--- src/rtl/leaf_port_ingress_buffer.sv ---
// rtl/leaf_port_ingress_buffer.sv - show-ahead ingress flit FIFO with status, local-dest flag and drop counter
module leaf_port_ingress_buffer #(
  parameter int         DWIDTH     = 16,
  parameter int         FIFO_DEPTH = 8,
  parameter logic [3:0] GROUP_ID   = 4'b0111,
  parameter int         AF_LEVEL   = FIFO_DEPTH - 2
) (
  input  logic                          clk,
  input  logic                          reset,
  input  logic [DWIDTH-1:0]             in_data,
  input  logic [5:0]                    in_dest_addr,
  input  logic                          in_valid,
  output logic                          in_ready,
  output logic [DWIDTH-1:0]             out_data,
  output logic [5:0]                    out_dest_addr,
  output logic                          out_valid,
  output logic                          out_local,
  input  logic                          out_ready,
  output logic                          fifo_full,
  output logic                          fifo_empty,
  output logic                          fifo_almost_full,
  output logic [$clog2(FIFO_DEPTH):0]   fifo_count,
  output logic [7:0]                    drop_count
);

  localparam int AW = $clog2(FIFO_DEPTH);
  localparam int CW = AW + 1;
  localparam int EW = 6 + DWIDTH;
  localparam logic [CW-1:0] DEPTH_C = CW'(FIFO_DEPTH);
  localparam logic [CW-1:0] AF_C    = CW'(AF_LEVEL);

  logic [EW-1:0]     r_mem [FIFO_DEPTH];
  logic [AW-1:0]     r_wr_ptr;
  logic [AW-1:0]     r_rd_ptr;
  logic [CW-1:0]     r_count;
  logic [7:0]        r_drop;

  logic              w_full;
  logic              w_empty;
  logic              w_push;
  logic              w_pop;
  logic              w_drop;
  logic [EW-1:0]     w_head;
  logic [5:0]        w_head_dest;

  // Occupancy flags come only from the registered count, so a pop cannot free a slot for a same-cycle push
  assign w_full      = (r_count == DEPTH_C);
  assign w_empty     = (r_count == '0);
  assign w_push      = in_valid & ~w_full;
  assign w_pop       = out_ready & ~w_empty;
  assign w_drop      = in_valid & w_full;
  assign w_head      = r_mem[r_rd_ptr];
  assign w_head_dest = w_head[EW-1:DWIDTH];

  // Storage array: written on accepted pushes only, never cleared (empty outputs are masked instead)
  always_ff @(posedge clk) begin
    if (w_push) begin
      r_mem[r_wr_ptr] <= {in_dest_addr, in_data};
    end
  end

  // Pointer and occupancy bookkeeping; pointers wrap naturally at the power-of-two depth
  always_ff @(posedge clk or posedge reset) begin
    if (reset) begin
      r_wr_ptr <= '0;
      r_rd_ptr <= '0;
      r_count  <= '0;
    end else begin
      if (w_push) begin
        r_wr_ptr <= r_wr_ptr + AW'(1);
      end
      if (w_pop) begin
        r_rd_ptr <= r_rd_ptr + AW'(1);
      end
      unique case ({w_push, w_pop})
        2'b10:   r_count <= r_count + CW'(1);
        2'b01:   r_count <= r_count - CW'(1);
        default: r_count <= r_count;
      endcase
    end
  end

  // Saturating count of offers refused because the buffer was full
  always_ff @(posedge clk or posedge reset) begin
    if (reset) begin
      r_drop <= '0;
    end else if (w_drop && (r_drop != 8'hFF)) begin
      r_drop <= r_drop + 8'd1;
    end
  end

  assign in_ready         = ~w_full;
  assign out_valid        = ~w_empty;
  assign out_data         = w_empty ? '0 : w_head[DWIDTH-1:0];
  assign out_dest_addr    = w_empty ? '0 : w_head_dest;
  assign out_local        = ~w_empty && (w_head_dest[5:2] == GROUP_ID);
  assign fifo_full        = w_full;
  assign fifo_empty       = w_empty;
  assign fifo_almost_full = (r_count >= AF_C);
  assign fifo_count       = r_count;
  assign drop_count       = r_drop;

endmodule

--- config.mk ---
export PLATFORM = sky130hd
export DESIGN_NAME = leaf_port_ingress_buffer
export DESIGN_NICKNAME = d
export VERILOG_FILES = /design/src/rtl/leaf_port_ingress_buffer.sv
export SDC_FILE = /design/constraint.sdc
export NUM_CORES = 1
export LEC_CHECK = 0
export ABC_AREA = 1
export CORE_AREA = 3 3 139 141
export CTS_BUF_LIST = sky130_fd_sc_hd__clkbuf_4
export DETAILED_ROUTE_END_ITERATION = 10
export DIE_AREA = 0 0 142 144
export PLACE_DENSITY = 0.61
export SLEW_MARGIN = 15
export SYNTH_ARGS = -nofsm -noshare
export SYNTH_HDL_FRONTEND = slang
export SYNTH_SLANG_ARGS = --single-unit
--- constraint.sdc ---
create_clock -name clk -period 5.4 [get_ports clk]
set_input_delay 1.35 -clock clk [delete_from_list [all_inputs] [get_ports clk]]
set_output_delay 1.35 -clock clk [all_outputs]
set_load 0.005 [all_outputs]
==> results of run 1 <==
==> metal layers <==
layer | vias to the layer above | wire length [µm]
met5 | - | 0
met4 | 0 | 217
met3 | 14 | 666
met2 | 124 | 8740
met1 | 2502 | 7480
li1 | 2511 | -
==> path summary, 6_finish.rpt <==
path | start | end | slack, ns | cells past startpoint
min in group asynchronous | reset | drop_count[0]$_DFFE_PP0P_ | 1.18 | 2
max in group asynchronous | reset | r_rd_ptr[0]$_DFFE_PP0P_ | 3.73 | 2
worst min-delay path | r_wr_ptr[0]$_DFFE_PP0P_ | r_wr_ptr[0]$_DFFE_PP0P_ | 0.57 | 2
worst min register to register | r_wr_ptr[0]$_DFFE_PP0P_ | r_wr_ptr[0]$_DFFE_PP0P_ | 0.57 | 2
worst max register to register | fifo_count[2]$_DFFE_PP0P_ | fifo_count[2]$_DFFE_PP0P_ | 2.94 | 12
worst max-delay path | r_rd_ptr[0]$_DFFE_PP0P_ | out_data[10] | 0.83 | 8
==> state kept, by name, indices dropped and copies added, names as in the netlist <==
register	cells
drop_count	8
fifo_count	4
r_mem	176
r_rd_ptr	3
r_wr_ptr	3
==> kinds of logic after synthesis <==
family	synth area share, %
AOI/OAI and AO/OA	8.80
DFF	70.7
buffers and inverters	4.61
xor gates and xnor gates	1.30
and+or+nand+nor	13.6
adders and majority gates	0.926
==> per-stage QoR <==
step | utilization [%] | setup slack (ns) | cell area, µm² | power, µW | hold WS, ns
6_report | 51.4 | 0.827 | 9290 | 4910 | 0.566
2_1_floorplan | - | 2.33 | 8110 | 3250 | 0.492
3_3_place_gp | 49.4 | 1.47 | 8930 | 4030 | 0.513
5_1_grt | 51.4 | 0.536 | 9290 | 5260 | 0.605
3_5_place_dp | 49.4 | 1.40 | 8930 | 4080 | 0.529
4_1_cts | 51.3 | 0.734 | 9280 | 4970 | 0.561
==> placed cells by master (no fill, tap or decap), drive strengths merged <==
cell / Yosys / final
edfxtp: 176 / 176
nor2: 151 / 151
nand2: 96 / 96
o21ai: 88 / 88
clkdlybuf4s50: 0 / 65
inv: 43 / 43
clkbuf: 10 / 24
nand3: 23 / 23
o22ai: 18 / 18
o211ai: 18 / 18
dfrtp: 18 / 18
xnor2: 7 / 7
ha: 6 / 6
diode: 0 / 5
xor2: 5 / 5
bufinv: 0 / 5
buf: 25 / 4
clkinv: 0 / 3
or2: 3 / 3
nand4: 2 / 2
a21oi: 2 / 2
a21o: 1 / 1
==> cells in the mapped netlist, drive strengths merged <==
master  count  share of area [%]
a21o        1              0.093
edfxtp    176                 65
xor2        5               0.54
o21ai      88                5.5
a21oi       2               0.12
o22ai      18                1.4
xnor2       7               0.76
nand4       2               0.15
dfrtp      18                5.6
nand3      23                1.5
or2         3               0.26
clkbuf     10               0.54
ha          6               0.93
o211ai     18                1.7
nand2      96                4.7
nor2      151                7.1
buf        25                2.0
inv        43                2.1
==> worst max-delay path: cells and delay by family, from the launching register on <==
| kind | cells | cell delay [ns] |
|---|---|---|
| buffers and inverters | 2 | 1.11 |
| DFF | 1 | 0.87 |
| and+or+nand+nor | 4 | 0.45 |
| AOI/OAI and AO/OA | 2 | 0.23 |
==> area by class of cell <==
class	instances	area [µm²]
clock inverters	8	164
diodes	5	12.5
well taps	229	287
multi-input cells	420	2060
clock buffers	24	180
flip-flops and latches	194	5740
fillers	1526	8800
repair buffers	69	681
inverters	43	169
==> power groups by stage <==
stage,clock network (µW),registers [µW],logic [µW]
2_1_floorplan,0,2010,1230
3_3_place_gp,0,2090,1940
3_5_place_dp,0,2100,1980
4_1_cts,912,2070,1990
5_1_grt,969,2100,2190
6_report,892,2070,1950
==> summary.txt, run 1 <==
Clock network
  – H-tree Lvls: 4
  – CTS tree: yes
  – Clock sinks: roughly 190
  – CTS Root Cell: clkbuf_4
  – Hold-fix buffer count after cts: 0
  – Clock Path Buffers: 2
  – Total setup buffers inserted after CTS: 0
  – # resized after CTS: 0
  – TritonCTS Buffers: 17
  – Clock-pin slew on the worst setup and hold paths: 0.14 ns
  – Clock Latency Late Sink: between 0.5 and 0.6 ns

Power and ir drop
  – Sw Share: 35.6%
  – Clock share of power: 18.2%
  – Pint: approximately 3200 µW
  – VDD IR max: about 0.00027 V
  – PwrDens: 529 mW/mm²
  – Sw power: between 1500 and 2000 µW
  – Combinational Power Share: between 30% and 40%
  – Reg power frac: 42.1%
  – Pleak: around 0.0034 µW

Drt
  – Remaining DRCs: 0
  – 1st-iter DRT viols: between 300 and 400
  – Final antenna-violating net count: 0
  – Avg WL per Cell: around 17 µm
  – Vias: roughly 5000
  – WL final: between 15000 and 20000 µm
  – Vias per cell: 5.19
  – Pre-Repair DR Iteration Count: 5

Logic synthesis
  – Synth unique cells: 33
  – Synthesized area: around 0.008 mm²
  – Part of the Yosys area used for sequential elements: ~70%
  – Synth warnings: 0
  – Post-Syn Instances: between 600 and 700
  – Syn Nets: between 700 and 800
  – Syn_area_per_cell: 11.7 µm²
  – FF+latch count, synth: approximately 190

Global routing
  – GRT Max-Usage Layer: met2
  – GRT Total Usage: between 10% and 20%
  – Initial antenna violation count: 1
  – Met2 Track Usage GR: between 20 and 30%
  – Number of global-route vias before repair: approximately 5000
  – Largest net degree at the start of global routing: 90
  – Met1 Resource Use GR: around 22%
  – Grt ovf: 0
  – Grt met3 use: between 3 and 4%
  – First-pass GRT wire length: 26900 µm

STA
  – Slew Limit Fails: 0
  – Worst clock skew: around 0.014 ns
  – Slew headroom: between 30 and 40%
  – RSZ-0062 raised after global routing: false
  – Final hold violation count: 0
  – Post-layout min period: ~4.6 ns
  – Period utilization: roughly 85%
  – Peak Freq: around 220 MHz
  – Setup-failing EPs final: 0
  – Slew @ Worst Pin: between 0.8 and 0.9 ns
  – Setup total negative slack: 0 ns

Worst setup path
  – Most frequent CP cell: nor2_1
  – Arr. time, crit path: roughly 3.2 ns
  – Largest fanout on the critical path: just over 50
  – Critical Path, Cell by Cell: buf_4 > nor2_1 > nor2_1 > o21ai_0 > o211ai_1 > nand2_1 > nor2_1 > clkdlybuf4s50_1
  – WP data required: approximately 4 ns
  – Setup CP Type: flip-flop to primary output
  – Startpoint Class: flip-flop
  – Max incr delay on CP: between 0.8 and 0.9 ns
  – Critical Path End Type: primary output
  – CP max stage cell: dfrtp_2

Floorplan
  – Top-level I/O count: 66
  – Core outline area: ~0.018 mm²
  – Row count: slightly below 50
  – Initial core utilization: ~45%
  – Die Wd: roughly 140 µm
  – Die footprint: between 0.02 and 0.025 mm²
  – Die Height: roughly 140 µm

Placement
  – DP Cell Count: 955
  – IO buf count: 65
  – DP HPWL: roughly 9300 µm
  – Placer congestion estimate: about 0.74

Status
  – Status: completed

Cells and area
  – Fin cells: about 990
  – Synthesis-to-finish area growth: 14.6%
  – Fraction of layout cells with a size suffix above 1: between 7 and 8%
  – Nets: 777

Worst hold path
  – Hold crit path type: flip-flop to flip-flop

Job
  – Max cap viols: 0
No activity file was read; power rests on OpenSTA's default activity.
==> inputs of run 2 (changes only) <==
- PLACE_DENSITY: 0.61 -> 0.64
- clock period: 5.4 -> 3.67 ns (I/O delays scaled with it)
==> summary.txt, run 2 (synthesis results as in run 1) <==
Status
  – Status: completed (unchanged)

Cells and area
  – Reg with most FFs: r_mem (unchanged)
  – Fin cells: 1001 (was 992)
  – Fraction of layout cells with a size suffix above 1: 9.47% (was 7.52%)
  – Max FFs per register: 176 (unchanged)
  – Nets: 791 (was 777)
  – Most frequent cells in the layout: 176 x edfxtp_1, 140 x nor2_1, 94 x nand2_1 (was 176 x edfxtp_1, 141 x nor2_1, 94 x nand2_1)
  – Synthesis-to-finish area growth: 15.6% (was 14.6%)
  – Commonest non-fill, non-tap cell in the layout: edfxtp_1 (unchanged)

Worst hold path
  – Hold crit path type: flip-flop to flip-flop (unchanged)
  – Hold Path Sink: r_wr_ptr[0]$_DFFE_PP0P_ (unchanged)
  – Hold_sp: r_wr_ptr[0]$_DFFE_PP0P_ (unchanged)
  – Hold-critical path depth: 2 (unchanged)

Drt
  – Final antenna-violating net count: 0 (unchanged)
  – Vias per cell: 5.30 (was 5.19)
  – Pre-Repair DR Iteration Count: 4 (was 5)
  – Remaining DRCs: 0 (unchanged)
  – 1st-iter DRT viols: 490 (was 388)
  – Vias: 5306 (was 5151)
  – WL final: 17300 µm (was 17100 µm)
  – Avg WL per Cell: 17.2 µm (about the same)

STA
  – Setup-failing EPs final: 0 (unchanged)
  – Peak Freq: between 200 and 300 MHz
  – Slew Limit Fails: 0 (unchanged)
  – Setup total negative slack: 0 ns (unchanged)
  – Slew headroom: 50.5% (was 40.0%)
  – Period utilization: 93.3%
  – Post-layout min period: 3.42 ns
  – Slew @ Worst Pin: 0.742 ns (was 0.898 ns)
  – Worst clock skew: 0.0153 ns (was 0.0139 ns)
  – Final hold violation count: 0 (unchanged)
  – RSZ-0062 raised after global routing: false (unchanged)

Clock network
  – TritonCTS Buffers: 17 (unchanged)
  – Total setup buffers inserted after CTS: 0 (unchanged)
  – Clock Path Buffers: 2 (unchanged)
  – Clock-pin slew on the worst setup and hold paths: 0.14 ns (about the same)
  – CTS Root Cell: clkbuf_4 (unchanged)
  – Clock Latency Late Sink: 0.59 ns (was 0.56 ns)
  – H-tree Lvls: 4 (unchanged)
  – CTS tree: yes (unchanged)
  – Clock sinks: 194 (unchanged)

Power and ir drop
  – Reg power frac: 40.9% (was 42.1%)
  – Combinational Power Share: 42.7% (was 39.8%)
  – VDD IR max: 0.000330 V (was 0.000273 V)
  – Clock share of power: 16.3% (was 18.2%)
  – Pint: 4570 µW (was 3160 µW)
  – Sw power: 2630 µW (was 1750 µW)
  – Pleak: 0.00340 µW (was 0.00335 µW)
  – Sw Share: 36.5% (was 35.6%)
  – PwrDens: 769 mW/mm² (was 529 mW/mm²)

Worst setup path
  – Startpoint Class: flip-flop (unchanged)
  – Top delay family on crit path: buffers and inverters (unchanged)
  – RR Endpoint: fifo_count[2]$_DFFE_PP0P_ (unchanged)
  – R2R Path Start: fifo_count[0]$_DFFE_PP0P_ (was fifo_count[2]$_DFFE_PP0P_)
  – Largest fanout on the critical path: 33 (was 51)
  – Buf+Inv Stages, Crit Path: 2 (unchanged)
  – Arr. time, crit path: 2.51 ns (was 3.22 ns)
  – Max incr delay on CP: 0.52 ns (was 0.87 ns)
  – CP max stage cell: clkdlybuf4s50_1 (was dfrtp_2)
  – Reg2reg setup slack: 0.86 ns (was 2.94 ns)
  – FF-to-FF path depth: 13 (was 12)
  – Critical Path End Type: primary output (unchanged)
  – Setup CP Type: flip-flop to primary output (unchanged)
  – WP data required: 2.75 ns (was 4.05 ns)
  – Critical Path, Cell by Cell: buf_4 > o21ai_0 > o211ai_1 > nand2_1 > nor2_1 > clkdlybuf4s50_1 (was buf_4 > nor2_1 > nor2_1 > o21ai_0 > o211ai_1 > nand2_1 > nor2_1 > clkdlybuf4s50_1)
  – Critical path depth in cells: 6 (was 8)

Placement
  – Placer congestion estimate: 0.778 (was 0.740)
  – IO buf count: 65 (unchanged)
  – DP Cell Count: 969 (was 955)
  – DP HPWL: 10100 µm (was 9310 µm)

Global routing
  – Number of global-route vias before repair: 5334 (was 5028)
  – Grt ovf: 0 (unchanged)
  – Initial antenna violation count: 2 (was 1)
  – First-pass GRT wire length: 27600 µm (was 26900 µm)
  – Largest net degree at the start of global routing: 71 (was 90)
  – GRT Total Usage: 17.6% (was 17.3%)

Floorplan
  – Die Height: 144 µm (unchanged)
  – Die footprint: 0.0204 mm² (unchanged)
  – Initial core utilization: 44.8% (unchanged)
  – Die Wd: 142 µm (unchanged)
  – Core outline area: 0.0181 mm² (unchanged)
  – Row count: 49 (unchanged)
  – Top-level I/O count: 66 (unchanged)

Job
  – Max cap viols: 0 (unchanged)
[run 2: repair_timing]
item                                    CTS  global route
endpoints found under the setup margin   16            13
resized for setup                         2             8
hold buffers                              0             0
[run 2: cell type report]
class	instances	area, µm²
multi-input combinational	420	2030
timing repair buffer	83	852
clock buffer	18	135
clock inverter	13	161
antenna	1	2.50
inverter	43	174
tap	229	287
sequential	194	5740
fill	1529	8710
[run 2: tightest hold or removal path: cells and delay by family (launching register included)]
kind | cells | cell delay (ns)
flops | 1 | 0.42
simple gates | 2 | 0.13
[run 2: stage by stage]
stage                     cell area [µm²]  total power, µW  utilization, %  worst slack (ns)  hold WS [ns]
after floorplan                      8110             4780               -              1.03         0.492
after global placement               9050             5990            50.0             0.621         0.511
after detailed placement             9050             6080            50.0             0.581         0.543
after CTS                            9350             7250            51.7            0.0721         0.576
after global routing                 9370             7730            51.8            0.0442         0.606
final                                9370             7210            51.8             0.247         0.570
[run 2: worst max path at each step]
stage | startpoint | slack [ns] | end
after floorplan | in_valid | 1.03 | r_mem[0][0]$_DFFE_PP_
after global placement | fifo_count[2]$_DFFE_PP0P_ | 0.62 | out_data[14]
after detailed placement | fifo_count[0]$_DFFE_PP0P_ | 0.58 | fifo_count[2]$_DFFE_PP0P_
after CTS | r_rd_ptr[0]$_DFFE_PP0P_ | 0.07 | out_data[4]
after global routing | r_rd_ptr[0]$_DFFE_PP0P_ | 0.04 | out_data[6]
final | r_rd_ptr[1]$_DFFE_PP0P_ | 0.25 | out_data[3]
[run 2: metal layers]
| metal | up-vias | track usage, % | part of all wire (%) |
|---|---|---|---|
| met2 | 126 | 30.7 | 51 |
| li1 | 2538 | - | - |
| met3 | 29 | 3.67 | 4.0 |
| met1 | 2611 | 21.6 | 43 |
| met5 | - | 0 | 0.064 |
| met4 | 2 | 6.92 | 1.9 |
[run 2: power groups by stage]
stage	Sequential [µW]	Clock [µW]	Combinational, µW
2_1_floorplan	2960	0	1810
3_3_place_gp	2980	0	3010
3_5_place_dp	2990	0	3090
4_1_cts	2940	1200	3110
5_1_grt	2990	1290	3460
6_report	2950	1180	3080
==> inputs of run 3 (changes only) <==
- CORE_AREA: 3 3 139 141 -> 3 3 127 129
- DIE_AREA: 0 0 142 144 -> 0 0 130 132
- PLACE_DENSITY: 0.64 -> 0.75
==> summary.txt, run 3 (synthesis results as in run 1) <==
Drt
  – Pre-Repair DR Iteration Count: 5 (was 4)
  – Final antenna-violating net count: 0 (unchanged)
  – Vias: 5428 (was 5306)
  – WL final: 17500 µm (was 17300 µm)
  – Remaining DRCs: 0 (unchanged)
  – 1st-iter DRT viols: 523 (was 490)
  – Avg WL per Cell: 18.2 µm (was 17.2 µm)
  – Vias per cell: 5.62 (was 5.30)

Cells and area
  – Max FFs per register: 176 (unchanged)
  – Most frequent cells in the layout: 176 x edfxtp_1, 141 x nor2_1, 94 x nand2_1 (was 176 x edfxtp_1, 140 x nor2_1, 94 x nand2_1)
  – Ant diodes: 0 (was 1)
  – Nets: 797 (was 791)
  – Fin cells: 965 (was 1001)
  – Reg with most FFs: r_mem (unchanged)
  – Fraction of layout cells with a size suffix above 1: 9.65% (was 9.47%)
  – Final instance area: 0.00932 mm² (was 0.00937 mm²)
  – Fill cells: 1170 (was 1529)
  – Synthesis-to-finish area growth: 14.9% (was 15.6%)
  – Commonest non-fill, non-tap cell in the layout: edfxtp_1 (unchanged)

STA
  – Period utilization: 95.6% (was 93.3%)
  – Setup-failing EPs final: 0 (unchanged)
  – Slew @ Worst Pin: 0.747 ns (was 0.742 ns)
  – Final hold violation count: 0 (unchanged)
  – Slew Limit Fails: 0 (unchanged)
  – Slew headroom: 50.2% (was 50.5%)
  – Peak Freq: 285 MHz (was 292 MHz)
  – Worst clock skew: 0.0220 ns (was 0.0153 ns)
  – Post-layout min period: 3.51 ns (was 3.42 ns)
  – Setup slack after layout: 0.160 ns (was 0.247 ns)

Worst setup path
  – Buf+Inv Stages, Crit Path: 2 (unchanged)
  – Arr. time, crit path: 2.59 ns (was 2.51 ns)
  – WP data required: 2.75 ns (about the same)
  – CP max stage cell: clkdlybuf4s50_1 (unchanged)
  – Reg2reg setup slack: 0.85 ns (was 0.86 ns)
  – Critical Path, Cell by Cell: inv_2 > o21ai_0 > o22ai_1 > nor2_1 > nor2_1 > clkdlybuf4s50_1 (was buf_4 > o21ai_0 > o211ai_1 > nand2_1 > nor2_1 > clkdlybuf4s50_1)
  – Startpoint Class: flip-flop (unchanged)
  – Max incr delay on CP: 0.55 ns (was 0.52 ns)
  – Largest fanout on the critical path: 27 (was 33)
  – Most frequent CP cell: nor2_1
  – Critical Path End Type: primary output (unchanged)
  – Setup CP Type: flip-flop to primary output (unchanged)
  – Top delay family on crit path: buffers and inverters (unchanged)

Floorplan
  – Die Height: 132 µm (was 144 µm)
  – Die Wd: 130 µm (was 142 µm)
  – Die footprint: 0.0172 mm² (was 0.0204 mm²)
  – Initial core utilization: 53.5% (was 44.8%)
  – Core outline area: 0.0151 mm² (was 0.0181 mm²)
  – Top-level I/O count: 66 (unchanged)
  – Row count: 45 (was 49)

Clock network
  – Hold-fix buffer count after cts: 0 (unchanged)
  – H-tree Lvls: 4 (unchanged)
  – Clock sinks: 194 (unchanged)
  – CTS Root Cell: clkbuf_4 (unchanged)
  – Clock-pin slew on the worst setup and hold paths: 0.13 ns (was 0.14 ns)
  – Clock Path Buffers: 2 (unchanged)
  – Clock Latency Late Sink: 0.56 ns (was 0.59 ns)
  – CTS tree: yes (unchanged)
  – TritonCTS Buffers: 17 (unchanged)

Placement
  – DP HPWL: 10300 µm (was 10100 µm)
  – Post-DP Area: 0.00901 mm² (was 0.00905 mm²)
  – Worst slack at placement: 0.625 ns (was 0.581 ns)
  – IO buf count: 65 (unchanged)
  – Placer congestion estimate: 0.748 (was 0.778)
  – DP Cell Count: 930 (was 969)

Job
  – Max cap viols: 0 (unchanged)

Global routing
  – First-pass GRT wire length: 27200 µm (was 27600 µm)
  – Largest net degree at the start of global routing: 90 (was 71)
  – Number of global-route vias before repair: 5303 (was 5334)
  – GRT Total Usage: 20.5% (was 17.6%)
  – Initial antenna violation count: 0 (was 2)
  – Grt ovf: 0 (unchanged)

Power and ir drop
  – Pleak: 0.00341 µW (was 0.00340 µW)
  – PwrDens: 765 mW/mm² (was 769 mW/mm²)
  – VDD IR max: 0.000378 V (was 0.000330 V)

Status
  – Status: completed (unchanged)

Worst hold path
  – Hold crit path type: flip-flop to flip-flop (unchanged)
[run 3: changes by cell type in the layout (fill, tap and decap cells not counted), sizes merged]
| cell | before | now |
|---|---|---|
| clkinv | 5 | 8 |
| diode | 1 | 0 |
| buf | 18 | 22 |
| clkbuf | 18 | 20 |
| bufinv | 3 | 1 |
| clkinvlp | 4 | 3 |
[run 3: cell type report]
cell class / count / area, µm² / share of cell area [%]
timing repair inverter: 1 / 8.76 / 0.0940
tap: 188 / 235 / 2.52
multi-input combinational: 420 / 2020 / 21.7
clock buffer: 19 / 143 / 1.53
sequential: 194 / 5740 / 61.6
timing repair buffer: 88 / 898 / 9.64
clock inverter: 12 / 92.6 / 0.994
inverter: 43 / 179 / 1.92
[run 3: metal layers]
metal | part of all wire (%) | global-route usage (%) | vias up
met5 | 0 | 0 | -
li1 | - | - | 2546
met4 | 1.4 | 7.16 | 0
met3 | 6.9 | 5.02 | 21
met1 | 41 | 27.5 | 2642
met2 | 50 | 32.9 | 219
[run 3: through the flow]
step / total power [µW] / hold slack (ns) / util (%) / setup TNS, ns
after floorplan: 4780 / 0.492 / - / 0
after global placement: 5950 / 0.512 / 59.5 / 0
after detailed placement: 6050 / 0.532 / 59.5 / 0
after CTS: 7040 / 0.562 / 61.1 / 0
after global routing: 7610 / 0.613 / 61.5 / -0.0208
final: 7130 / 0.567 / 61.5 / 0
[run 3: worst min-delay path: cells and delay by family, from the launching register on]
family,cells,cell delay (ns)
flip-flops,1,0.41
AND/OR/NAND/NOR,2,0.13
[run 3: path summary, 6_finish.rpt]
check,startpoint,endpoint,cells past startpoint
min reg2reg,r_wr_ptr[0]$_DFFE_PP0P_,r_wr_ptr[0]$_DFFE_PP0P_,2
min,r_wr_ptr[0]$_DFFE_PP0P_,r_wr_ptr[0]$_DFFE_PP0P_,2
max in group asynchronous,reset,r_rd_ptr[0]$_DFFE_PP0P_,2
max,r_rd_ptr[1]$_DFFE_PP0P_,out_data[15],6
max reg2reg,fifo_count[0]$_DFFE_PP0P_,fifo_count[2]$_DFFE_PP0P_,13
min in group asynchronous,reset,drop_count[6]$_DFFE_PP0P_,2
[run 3: report_power, final]
group / internal, µW / switching, µW / total, µW
logic: 1340 / 1810 / 3160
clock network: 337 / 658 / 995
registers: 2790 / 182 / 2970
[run 3: what timing repair did]
action / 4_1_cts / 5_1_grt
resized for setup: 1 / 4
buffers inserted: 0 / 2
gates cloned: 0 / 2
endpoints found under the setup margin: 1 / 13
